## src/rtl/merge_refill_scheduler.sv

```systemverilog
// Refill scheduler for the leaf input FIFOs of a merge tree. Each leaf has a
// credit counter for its free FIFO space. One request channel is granted
// round-robin to leaves that can take a full burst. The number of bursts in
// flight is capped. The run ends when every leaf is terminated and all
// bursts have returned.
`timescale 1ns/1ps
module merge_refill_scheduler #(
    parameter int NUM_LEAVES      = 16,
    parameter int LEAF_W          = 4,
    parameter int FIFO_DEPTH      = 16,
    parameter int CNT_W           = 5,
    parameter int BURST_LEN       = 4,
    parameter int MAX_OUTSTANDING = 4
) (
    input  logic                  i_clk,
    input  logic                  i_rst,
    input  logic                  i_start,
    input  logic [NUM_LEAVES-1:0] i_leaf_deq,
    input  logic [NUM_LEAVES-1:0] i_leaf_last,
    output logic                  o_req_valid,
    output logic [LEAF_W-1:0]     o_req_leaf,
    input  logic                  i_req_ready,
    input  logic                  i_rsp_done,
    output logic                  o_busy,
    output logic                  o_all_done,
    output logic                  o_err
);

    localparam int OUT_W = $clog2(MAX_OUTSTANDING + 1);

    typedef enum logic [2:0] {
        S_IDLE,
        S_ARB,
        S_ISSUE,
        S_DRAIN,
        S_DONE
    } state_t;

    state_t                  state;
    state_t                  state_nxt;
    logic [CNT_W-1:0]        credit [NUM_LEAVES];
    logic [OUT_W-1:0]        outstanding;
    logic [LEAF_W-1:0]       rr_ptr;
    logic [NUM_LEAVES-1:0]   done_mask;
    logic [NUM_LEAVES-1:0]   eligible;
    logic [NUM_LEAVES-1:0]   grant_hit;
    logic                    credit_ovf;
    logic                    rsp_err;
    logic                    win_found;
    logic [LEAF_W-1:0]       win_leaf;
    logic                    start_run;
    logic                    accept;
    logic                    slot_free;

    // A deq on a full-credit leaf is an error. The count clamps at the FIFO depth.
    function automatic logic [CNT_W-1:0] sat_credit(input logic [CNT_W-1:0] cur,
                                                    input logic             add,
                                                    input logic             sub);
        logic [CNT_W:0] sum;
        sum = {1'b0, cur} + (CNT_W+1)'(add);
        if (sub)
            sum = sum - (CNT_W+1)'(BURST_LEN);
        if (sum > (CNT_W+1)'(FIFO_DEPTH))
            sum = (CNT_W+1)'(FIFO_DEPTH);
        return sum[CNT_W-1:0];
    endfunction

    assign start_run = (state == S_IDLE) && i_start;
    assign accept    = o_req_valid && i_req_ready;
    assign slot_free = outstanding < OUT_W'(MAX_OUTSTANDING);
    assign rsp_err   = i_rsp_done && !accept && (outstanding == '0);

    // Per-leaf eligibility, accepted-grant decode and credit overflow detect.
    always_comb begin
        eligible   = '0;
        grant_hit  = '0;
        credit_ovf = 1'b0;
        for (int i = 0; i < NUM_LEAVES; i++) begin
            eligible[i]  = (credit[i] >= CNT_W'(BURST_LEN)) && !done_mask[i] && slot_free;
            grant_hit[i] = accept && (o_req_leaf == LEAF_W'(i));
            if (i_leaf_deq[i] && !grant_hit[i] && (credit[i] == CNT_W'(FIFO_DEPTH)))
                credit_ovf = 1'b1;
        end
    end

    // Round-robin pick: first eligible leaf at or after rr_ptr, wrapping.
    always_comb begin
        logic [LEAF_W-1:0] idx;
        idx       = '0;
        win_found = 1'b0;
        win_leaf  = '0;
        for (int k = 0; k < NUM_LEAVES; k++) begin
            idx = rr_ptr + LEAF_W'(k);
            if (!win_found && eligible[idx]) begin
                win_found = 1'b1;
                win_leaf  = idx;
            end
        end
    end

    // FSM state register.
    always_ff @(posedge i_clk or posedge i_rst) begin
        if (i_rst)
            state <= S_IDLE;
        else
            state <= state_nxt;
    end

    // FSM next-state and status outputs.
    always_comb begin
        state_nxt  = state;
        o_busy     = 1'b0;
        o_all_done = 1'b0;
        case (state)
            S_IDLE: begin
                if (i_start)
                    state_nxt = S_ARB;
            end
            S_ARB: begin
                o_busy = 1'b1;
                if (&done_mask)
                    state_nxt = S_DRAIN;
                else if (win_found)
                    state_nxt = S_ISSUE;
            end
            S_ISSUE: begin
                o_busy = 1'b1;
                if (accept)
                    state_nxt = S_ARB;
            end
            S_DRAIN: begin
                o_busy = 1'b1;
                if (outstanding == '0)
                    state_nxt = S_DONE;
            end
            S_DONE: begin
                o_all_done = 1'b1;
                state_nxt  = S_IDLE;
            end
            default: state_nxt = S_IDLE;
        endcase
    end

    // Registered request. It is held stable until the channel accepts it.
    always_ff @(posedge i_clk or posedge i_rst) begin
        if (i_rst) begin
            o_req_valid <= 1'b0;
            o_req_leaf  <= '0;
        end else if ((state == S_ARB) && (state_nxt == S_ISSUE)) begin
            o_req_valid <= 1'b1;
            o_req_leaf  <= win_leaf;
        end else if (accept) begin
            o_req_valid <= 1'b0;
        end
    end

    // Credit counters. Grants consume a burst, deqs return one entry each.
    always_ff @(posedge i_clk or posedge i_rst) begin
        if (i_rst) begin
            for (int i = 0; i < NUM_LEAVES; i++)
                credit[i] <= CNT_W'(FIFO_DEPTH);
        end else begin
            for (int i = 0; i < NUM_LEAVES; i++) begin
                if (start_run)
                    credit[i] <= CNT_W'(FIFO_DEPTH);
                else
                    credit[i] <= sat_credit(credit[i], i_leaf_deq[i], grant_hit[i]);
            end
        end
    end

    // In-flight burst count, round-robin pointer and terminated-leaf mask.
    always_ff @(posedge i_clk or posedge i_rst) begin
        if (i_rst) begin
            outstanding <= '0;
            rr_ptr      <= '0;
            done_mask   <= '0;
        end else begin
            case ({accept, i_rsp_done})
                2'b10:   outstanding <= outstanding + OUT_W'(1);
                2'b01:   if (outstanding != '0) outstanding <= outstanding - OUT_W'(1);
                default: outstanding <= outstanding;
            endcase
            if (accept)
                rr_ptr <= o_req_leaf + LEAF_W'(1);
            if (start_run)
                done_mask <= '0;
            else if (state != S_IDLE)
                done_mask <= done_mask | i_leaf_last;
        end
    end

    // Sticky protocol error. It is cleared by reset or by starting a new run.
    always_ff @(posedge i_clk or posedge i_rst) begin
        if (i_rst)
            o_err <= 1'b0;
        else if (start_run)
            o_err <= 1'b0;
        else if (credit_ovf || rsp_err)
            o_err <= 1'b1;
    end

endmodule
```

## config.mk

```make
export PLATFORM = sky130hd
export DESIGN_NAME = merge_refill_scheduler
export DESIGN_NICKNAME = d
export VERILOG_FILES = /design/src/rtl/merge_refill_scheduler.sv
export SDC_FILE = /design/constraint.sdc
export NUM_CORES = 1
export LEC_CHECK = 0
export CORE_ASPECT_RATIO = 1.25
export CORE_MARGIN = 4
export CORE_UTILIZATION = 50
export DETAILED_ROUTE_END_ITERATION = 8
export PLACE_DENSITY = 0.7
export SYNTH_ARGS = -nofsm -noshare
export SYNTH_HDL_FRONTEND = slang
export SYNTH_SLANG_ARGS = --single-unit
```

## constraint.sdc

```tcl
create_clock -name i_clk -period 13.3 [get_ports i_clk]
set_input_delay 1.33 -clock i_clk [delete_from_list [all_inputs] [get_ports i_clk]]
set_output_delay 1.33 -clock i_clk [all_outputs]
set_load 0.05 [all_outputs]
```

# Word level (Yosys, flattened, before mapping)
# Index checks and enable logic that the tools add are counted.
# W data, S select, Z words.
# classes
n_addsub,50
n_lt_le_gt_ge,49
n_bitwise,1
mux,160
reduce_logical,161
eq_ne,39
# op_table
cell,count
$mux W6,32
$mux W5,32
$logic_and A1 B1 Y1,100
$add A5 B1 Y6,16
$gt A6 B5 Y1 const B,16
$sub A6 B3 Y6 const B,16
$eq A5 B5 Y1 const B,16
$ge A5 B3 Y1 const B,16
$lt A4 B5 Y1 const B,16
$bmux W1 S4,16
$mux W4,16
$mux W1,54
$logic_not A1 Y1,48
$add A4 B4 Y4 const B,8
$eq A4 B4 Y1 const B,8
$mux W16,2
$mux W3,6
$add A4 B3 Y4 const B,4
$eq A4 B3 Y1 const B,4
$or A16 B16 Y16,1
$reduce_and A16 Y1,1
$pmux W3 S4,1
$eq A3 B2 Y1 const B,3
$add A4 B1 Y4 const B,2
19 further kinds,26
# word_totals
out_inout_bits,8
regBits,112
input_bits,37
word_cells,483

# Depth between registers and ports, before layout
# Gate-level depths: netlist of the first run.
# logic_depth
ltp_word,57
depth_mapped,17
depth_no_buf,12

# Worst setup path before layout of the first run
# OpenSTA, ideal clock, no wires.
# synth_path
kind,register -> register
from,reg rr_ptr[1]
to,reg o_req_leaf[3]
slack_ns,9.004
arrival_time_ns,4.175
t_required_ns,13.178
path_buffers,5
path_stages_with_launch,18
synth_period_minus_slack_ns,4.296
setup_ns,0.122
cell_sequence,dfrtp_1 -> clkbuf_1 -> clkbuf_1 -> inv_1 -> ha_1 -> buf_2 -> buf_2 -> nor2_1 -> a32o_1 -> a21o_1 -> a22oi_1 -> nand3_1 -> or3_4 -> or3_1 -> clkbuf_1 -> o32ai_1 -> o21bai_1 -> a32o_1
# synth_via
elab_chain_cells,53
word_cells_on_any_way,114
classes_between,add/sub (15); eq/ne (1); mux (67); reduce/logical (31)
# synth_lines
item,line,source
from (decl),43,logic [LEAF_W-1:0] rr_ptr;
from (signal assigned),185,rr_ptr <= o_req_leaf + LEAF_W'(1);
"parallel branches: the longest is 53 deep, another holds $add A4 B1 Y4",n/a,
to (signal assigned),151,o_req_leaf <= win_leaf;
to (decl),21,"output logic [LEAF_W-1:0] o_req_leaf,"
# Parallel ways; which one is timed is not known. The select of a mux whose other input is x is not followed.
# A chain may end at the register's enable or synchronous reset.

# Worst setup path in the final report of the first run
# layout_path
from,reg rr_ptr[0]
to,reg o_req_leaf[3]
# Same word-level chain as after synthesis.

==> flow_summary.json, run 1 <==
{
  "status": "complete, no violations",
  "wl_per_cell_um": 19.5,
  "finalSetupViolations": 0,
  "rsz0062_at_grt": "false",
  "path_clk_slew_ns": 0.08,
  "min_period_over_period_pct": 37.1,
  "peakVddDrop_mv": 0.159,
  "io_buffers": 44,
  "p_int_mw": 1.34,
  "start_kind": "flop",
  "switching_share_pct": 52.5,
  "grt_pass1_wl_um": 45800,
  "synth-warning-count": 0,
  "initial_utilization_pct": 51.4,
  "critPathMaxFanout": 35,
  "hold_class": "reg2reg",
  "ant_nets": 0,
  "drc_errors": 0,
  "num_rows": 57,
  "cts.sinks": 112,
  "dr.pass1.iters": 6,
  "worst_pin_slew_ns": 0.985,
  "cts_setup_buffers": 0,
  "fmax_ghz": 0.202,
  "synth_cell_types": 76,
  "io_pins": 45,
  "dp_cells": 1453,
  "avgSynthCellArea_um2": 8.35,
  "cts_max_level": 3,
  "end_kind": "flop",
  "root_buffer": "clkbuf_16",
  "combPwrFrac_pct": 67.6,
  "pre_cts_slack_ns": 8.46,
  "final_common_cell": "nor2_1",
  "grt_max_degree": 72,
  "drtIter0Drc": 703,
  "die_x_um": 135,
  "core_area_um2": 19600,
  "tns_ns": 0,
  "tritoncts": "yes",
  "synth_seq_area_share_pct": 28.0,
  "skew_ns": 0.00642,
  "synth_flop_cell": "dfrtp_1",
  "pwr-share-clk_pct": 10.2,
  "n_antenna_cell": 0,
  "p_switching_mw": 1.48,
  "critPathRequiredTime_ns": 13.56,
  "cts_hold_buf": 0,
  "hold_viol": 0,
  "final_cells": 1469,
  "grt_antenna_before_repair": 0,
  "synth_seq_cells": 112,
  "fin_crit_ns": 4.94,
  "num-nets-final": 1296,
  "layout-drive-gt1-share_pct": 5.90,
  "maxSlewHeadroom_pct": 34.3,
  "syn2layout_area_growth_pct": 8.07,
  "cts-resized-gates": 0,
  "cp.arrival_ns": 5.19,
  "power.leakage_nw": 4.43,
  "syn_inst": 1206,
  "synth_nets": 1303,
  "timing.final.ws_setup_ns": 8.36,
  "dp_hpwl_um": 22000,
  "drv_slew": 0,
  "gp_congestion": 0.955,
  "synth-async-reset-ratio_pct": 100,
  "num_vias": 9433,
  "sequentialPowerShare_pct": 22.1,
  "fp.dieArea_um2": 22500,
  "fp.dieH_um": 167,
  "maxCapViolations": 0,
  "grt_pass1_vias": 8874,
  "synth_edf_count": 0,
  "wirelength_um": 28700,
  "hold_ws_ns": 0.567,
  "synth_area_um2": 10100,
  "p_per_area_nw_per_um2": 259,
  "ctsLongestPathBuffers": 2,
  "cts_buffers": 9,
  "final_cell_mix": "nor2_1, dfrtp_1, nand2_1",
  "grtUsageTotal_pct": 25.1,
  "grt-ovfl-total": 0,
  "total_power_mw": 2.82,
  "critical_path_class": "reg2reg",
  "worstSkewPairLatency_ns": 0.36,
  "via_per_inst": 6.42
}
-- cells by family after synthesis --
family	after synthesis	share of synthesized area [%]
AND/OR/NAND/NOR	498	24.8
AO/OA/AOI/OAI	278	19.9
flip-flops	112	28.0
XOR/XNOR	111	9.65
buffers and inverters	110	4.73
adder cells (fa/ha/maj)	60	7.53
multiplexers	37	5.30
-- sequential cells by signal, indices dropped and copies added, names as in the netlist --
register	count
outstanding	3
state	3
done_mask	16
credit	80
o_err	1
o_req_leaf	4
rr_ptr	4
o_req_valid	1
-- metrics by stage --
stage               area [µm²]  util, %
global placement         10600     53.9
finish                   10900     55.5
floorplan                10100        -
detailed placement       10600     53.9
global route             10900     55.5
CTS                      10900     55.5
-- worst max-delay path: stages, from the launching register on --
cell and delay (ns):
dfrtp_1 0.33, buf_4 0.29, clkinv_1 0.31, ha_1 0.37
buf_4 0.34, inv_1 0.22, o32ai_1 0.41, a22oi_1 0.26
mux4_2 0.52, a22oi_1 0.40, nor2_1 0.17, nand3_1 0.37
a211oi_1 0.10, or4b_1 0.49, a32o_1 0.23
-- worst paths after layout --
check	from	slack, ns	endpoint	depth (start not counted)
setup / recovery	rr_ptr[0]$_DFFE_PP0P_	8.36	o_req_leaf[3]$_DFFE_PP0P_	14
hold / removal	state[2]$_DFF_PP0_	0.57	state[1]$_DFF_PP0_	1
setup reg to reg	rr_ptr[0]$_DFFE_PP0P_	8.36	o_req_leaf[3]$_DFFE_PP0P_	14
hold reg to reg	state[2]$_DFF_PP0_	0.57	state[1]$_DFF_PP0_	1
max in group asynchronous	i_rst	10.65	credit[70]$_DFF_PP0_	3
min in group asynchronous	i_rst	1.36	credit[20]$_DFF_PP0_	2
-- synthesized netlist by cell type (all sizes together) (9+ instances only) --
cell | number | share of area, %
nor2 | 127 | 4.7
dfrtp | 96 | 24
nand2 | 89 | 3.3
xnor2 | 69 | 6.0
nand3 | 61 | 3.0
ha | 59 | 7.3
a21oi | 51 | 2.5
nor3 | 51 | 2.5
o21ai | 44 | 2.2
xor2 | 42 | 3.7
clkbuf | 40 | 1.5
inv | 39 | 1.5
buf | 30 | 1.8
nor4 | 30 | 1.9
and2 | 27 | 1.7
mux2i | 24 | 2.5
o211a | 21 | 2.1
or3 | 21 | 1.4
and3 | 19 | 1.2
a22oi | 17 | 1.3
nand2b | 17 | 1.1
a22o | 16 | 1.4
dfstp | 16 | 4.2
nand4 | 16 | 1.1
a31oi | 15 | 0.93
o32ai | 15 | 1.3
mux4 | 12 | 2.7
a32oi | 10 | 0.87
nor3b | 10 | 0.75
a211oi | 9 | 0.67
a311oi | 9 | 0.78
or2 | 9 | 0.56
-- cell type report --
type	count	area (µm²)
fill	1793	8730
multi-input combinational	984	6770
sequential	112	2820
timing repair buffer	52	500
tap	265	332
clock buffer	11	243
inverter	40	153
clock inverter	5	62.6
-- power by group through the flow --
stage	combinational, mW	sequential [mW]	clock [mW]
after CTS	1.87	0.619	0.296
after global routing	2.08	0.642	0.308
after global placement	1.86	0.622	0
after detailed placement	1.86	0.625	0
after floorplan	1.47	0.562	0
final	1.91	0.624	0.288
-- per-layer routing --
layer  wire (µm)  vias to the layer above  global-route usage (%)  part of all wire [%]
met5           0                        -                       0                     0
met4        1650                        0                    13.8                   5.7
met3        1340                      109                    2.99                   4.7
met2       14100                      373                    42.3                    49
met1       11600                     4498                    31.1                    41
li1            -                     4453                       -                     -
Power figures use the tool's default switching activity.
==> run 2, diff against run 1 <==
==> constraint.sdc (replaced) <==
create_clock -name i_clk -period 4.6 [get_ports i_clk]
set_input_delay 0.46 -clock i_clk [delete_from_list [all_inputs] [get_ports i_clk]]
set_output_delay 0.46 -clock i_clk [all_outputs]
set_load 0.05 [all_outputs]
==> run 2 against run 1 <==
Count of clock-buffer cells in the layout fell by 1. First-iteration DRC count rose by 9.4%. Die area stayed put. Routed wire length decreased by 1.5%.
==> flow_summary.json, run 2 (synthesis results as in run 1) <==
{
  "status": "complete, no violations",
  "cts_hold_buf": 0,
  "skew_ns": 0.00805,
  "final_cell_mix": "nor2_1, dfrtp_1, nand2_1",
  "fin_crit_ns": 4.17,
  "power.leakage_nw": 4.52,
  "crit_path_max_incr_delay_ns": 0.51,
  "fmax_ghz": 0.240,
  "gp_congestion": 0.997,
  "rsz0062_at_grt": "false",
  "timing.final.ws_setup_ns": 0.435,
  "critPathMaxFanout": 9,
  "initial_utilization_pct": 51.4,
  "r2r_slack_ns": 0.43,
  "largest_reg_flops": 80,
  "hold_path_end": "state[1]$_DFF_PP0_",
  "dp_hpwl_um": 22000,
  "tritoncts": "yes",
  "hold_viol": 0,
  "fp.dieArea_um2": 22500,
  "core_area_um2": 19600,
  "cp.arrival_ns": 4.41,
  "path_clk_slew_ns": 0.08,
  "finalSetupViolations": 0,
  "drv_slew": 0,
  "maxCapViolations": 0,
  "root_buffer": "clkbuf_16",
  "wl_per_cell_um": 19.0,
  "wirelength_um": 28200,
  "regArea_um2": 2820,
  "cpMostUsedCell": "a22oi_1",
  "total_power_mw": 8.23,
  "grt_max_degree": 74,
  "ant_nets": 0,
  "pre_cts_slack_ns": 0.513,
  "maxSlewHeadroom_pct": 38.5,
  "drtIter0Drc": 769,
  "critical_path_class": "reg2reg",
  "cp.buffers_inverters": 3,
  "crit_chain": "clkinv_1 > ha_1 > inv_1 > o32ai_1 > a22oi_1 > buf_4 > mux4_2 > a22oi_1 > or2_2 > or3_1 > o21ai_0 > or4b_1 > a32o_1",
  "io_pins": 45,
  "post-route-util_pct": 56.2,
  "multi_input_area_um2": 6770,
  "cp_slowest_cell": "or4b_1",
  "critPathRequiredTime_ns": 4.85,
  "reg_top3": "credit: 80 flops, done_mask: 16 flops",
  "regMostFlops": "credit",
  "cpLargestDelayFamily": "compound AO/OA/AOI/OAI gates",
  "grt_pass1_vias": 8983,
  "die_x_um": 135,
  "grt-ovfl-total": 0,
  "timing.rr.end": "o_req_leaf[3]$_DFFE_PP0P_",
  "r2r-start": "rr_ptr[0]$_DFFE_PP0P_",
  "cts_buffers": 9,
  "holdPathStages": 1,
  "grt_pass1_wl_um": 45400,
  "cts.sinks": 112,
  "dr.pass1.iters": 5,
  "via_per_inst": 6.37,
  "worst_pin_slew_ns": 0.919,
  "cts_max_level": 3,
  "start_kind": "flop",
  "peakVddDrop_mv": 0.308,
  "layout-drive-gt1-share_pct": 7.28,
  "drc_errors": 0,
  "grt_antenna_before_repair": 0,
  "min_period_over_period_pct": 90.6,
  "ff2ff_path_depth": 13,
  "worstSkewPairLatency_ns": 0.36,
  "num_vias": 9467,
  "cts-resized-gates": 0,
  "grtUsageTotal_pct": 24.9,
  "p_per_area_nw_per_um2": 747,
  "tns_ns": 0,
  "final_common_cell": "nor2_1",
  "syn2layout_area_growth_pct": 9.42,
  "fillers": 1834,
  "io_buffers": 44,
  "end_kind": "flop",
  "ctsLongestPathBuffers": 2,
  "n_antenna_cell": 0,
  "min_from": "state[2]$_DFF_PP0_",
  "num_rows": 57,
  "hold_class": "reg2reg",
  "fp.dieH_um": 167,
  "cts_setup_buffers": 0,
  "num-nets-final": 1314
}
-- run 2: power breakdown --
group,internal [mW],switching [mW]
clock network,0.432,0.383
registers,1.31,0.477
logic,2.24,3.39
-- run 2: worst max-delay path by stage --
stage | from | endpoint | slack, ns | cells past startpoint
after floorplan | rr_ptr[1]$_DFFE_PP0P_ | o_req_leaf[3]$_DFFE_PP0P_ | 0.30 | 17
after detailed placement | rr_ptr[0]$_DFFE_PP0P_ | o_req_leaf[3]$_DFFE_PP0P_ | 0.51 | 13
after CTS | rr_ptr[0]$_DFFE_PP0P_ | o_req_leaf[3]$_DFFE_PP0P_ | 0.49 | 13
after global placement | rr_ptr[0]$_DFFE_PP0P_ | o_req_leaf[3]$_DFFE_PP0P_ | 0.61 | 13
final | rr_ptr[0]$_DFFE_PP0P_ | o_req_leaf[3]$_DFFE_PP0P_ | 0.43 | 13
after global routing | rr_ptr[0]$_DFFE_PP0P_ | o_req_leaf[3]$_DFFE_PP0P_ | 0.20 | 13
-- run 2: stage by stage --
step	instances	hold WS, ns	cell area, µm²
after floorplan	1206	0.476	10100
after global placement	1471	0.553	10700
after detailed placement	1471	0.546	10700
after CTS	1487	0.569	11000
after global routing	1487	0.598	11000
final	1487	0.556	11000
-- run 2: area by class of cell --
cell class | count | share of cell area, %
Multi-Input combinational cell | 984 | 61.5
Sequential cell | 112 | 25.6
Timing Repair Buffer | 70 | 5.77
Tap cell | 265 | 3.01
Clock buffer | 10 | 2.08
Inverter | 40 | 1.39
Clock inverter | 6 | 0.693
-- run 2: per-layer routing --
layer  global-route usage, %  vias to the layer above  part of all wire [%]
met4                    11.8                        0                   4.5
met1                    31.0                     4541                    41
met3                    3.23                       81                   5.4
met5                       0                        -                     0
li1                        -                     4503                     -
met2                    42.4                      342                    49
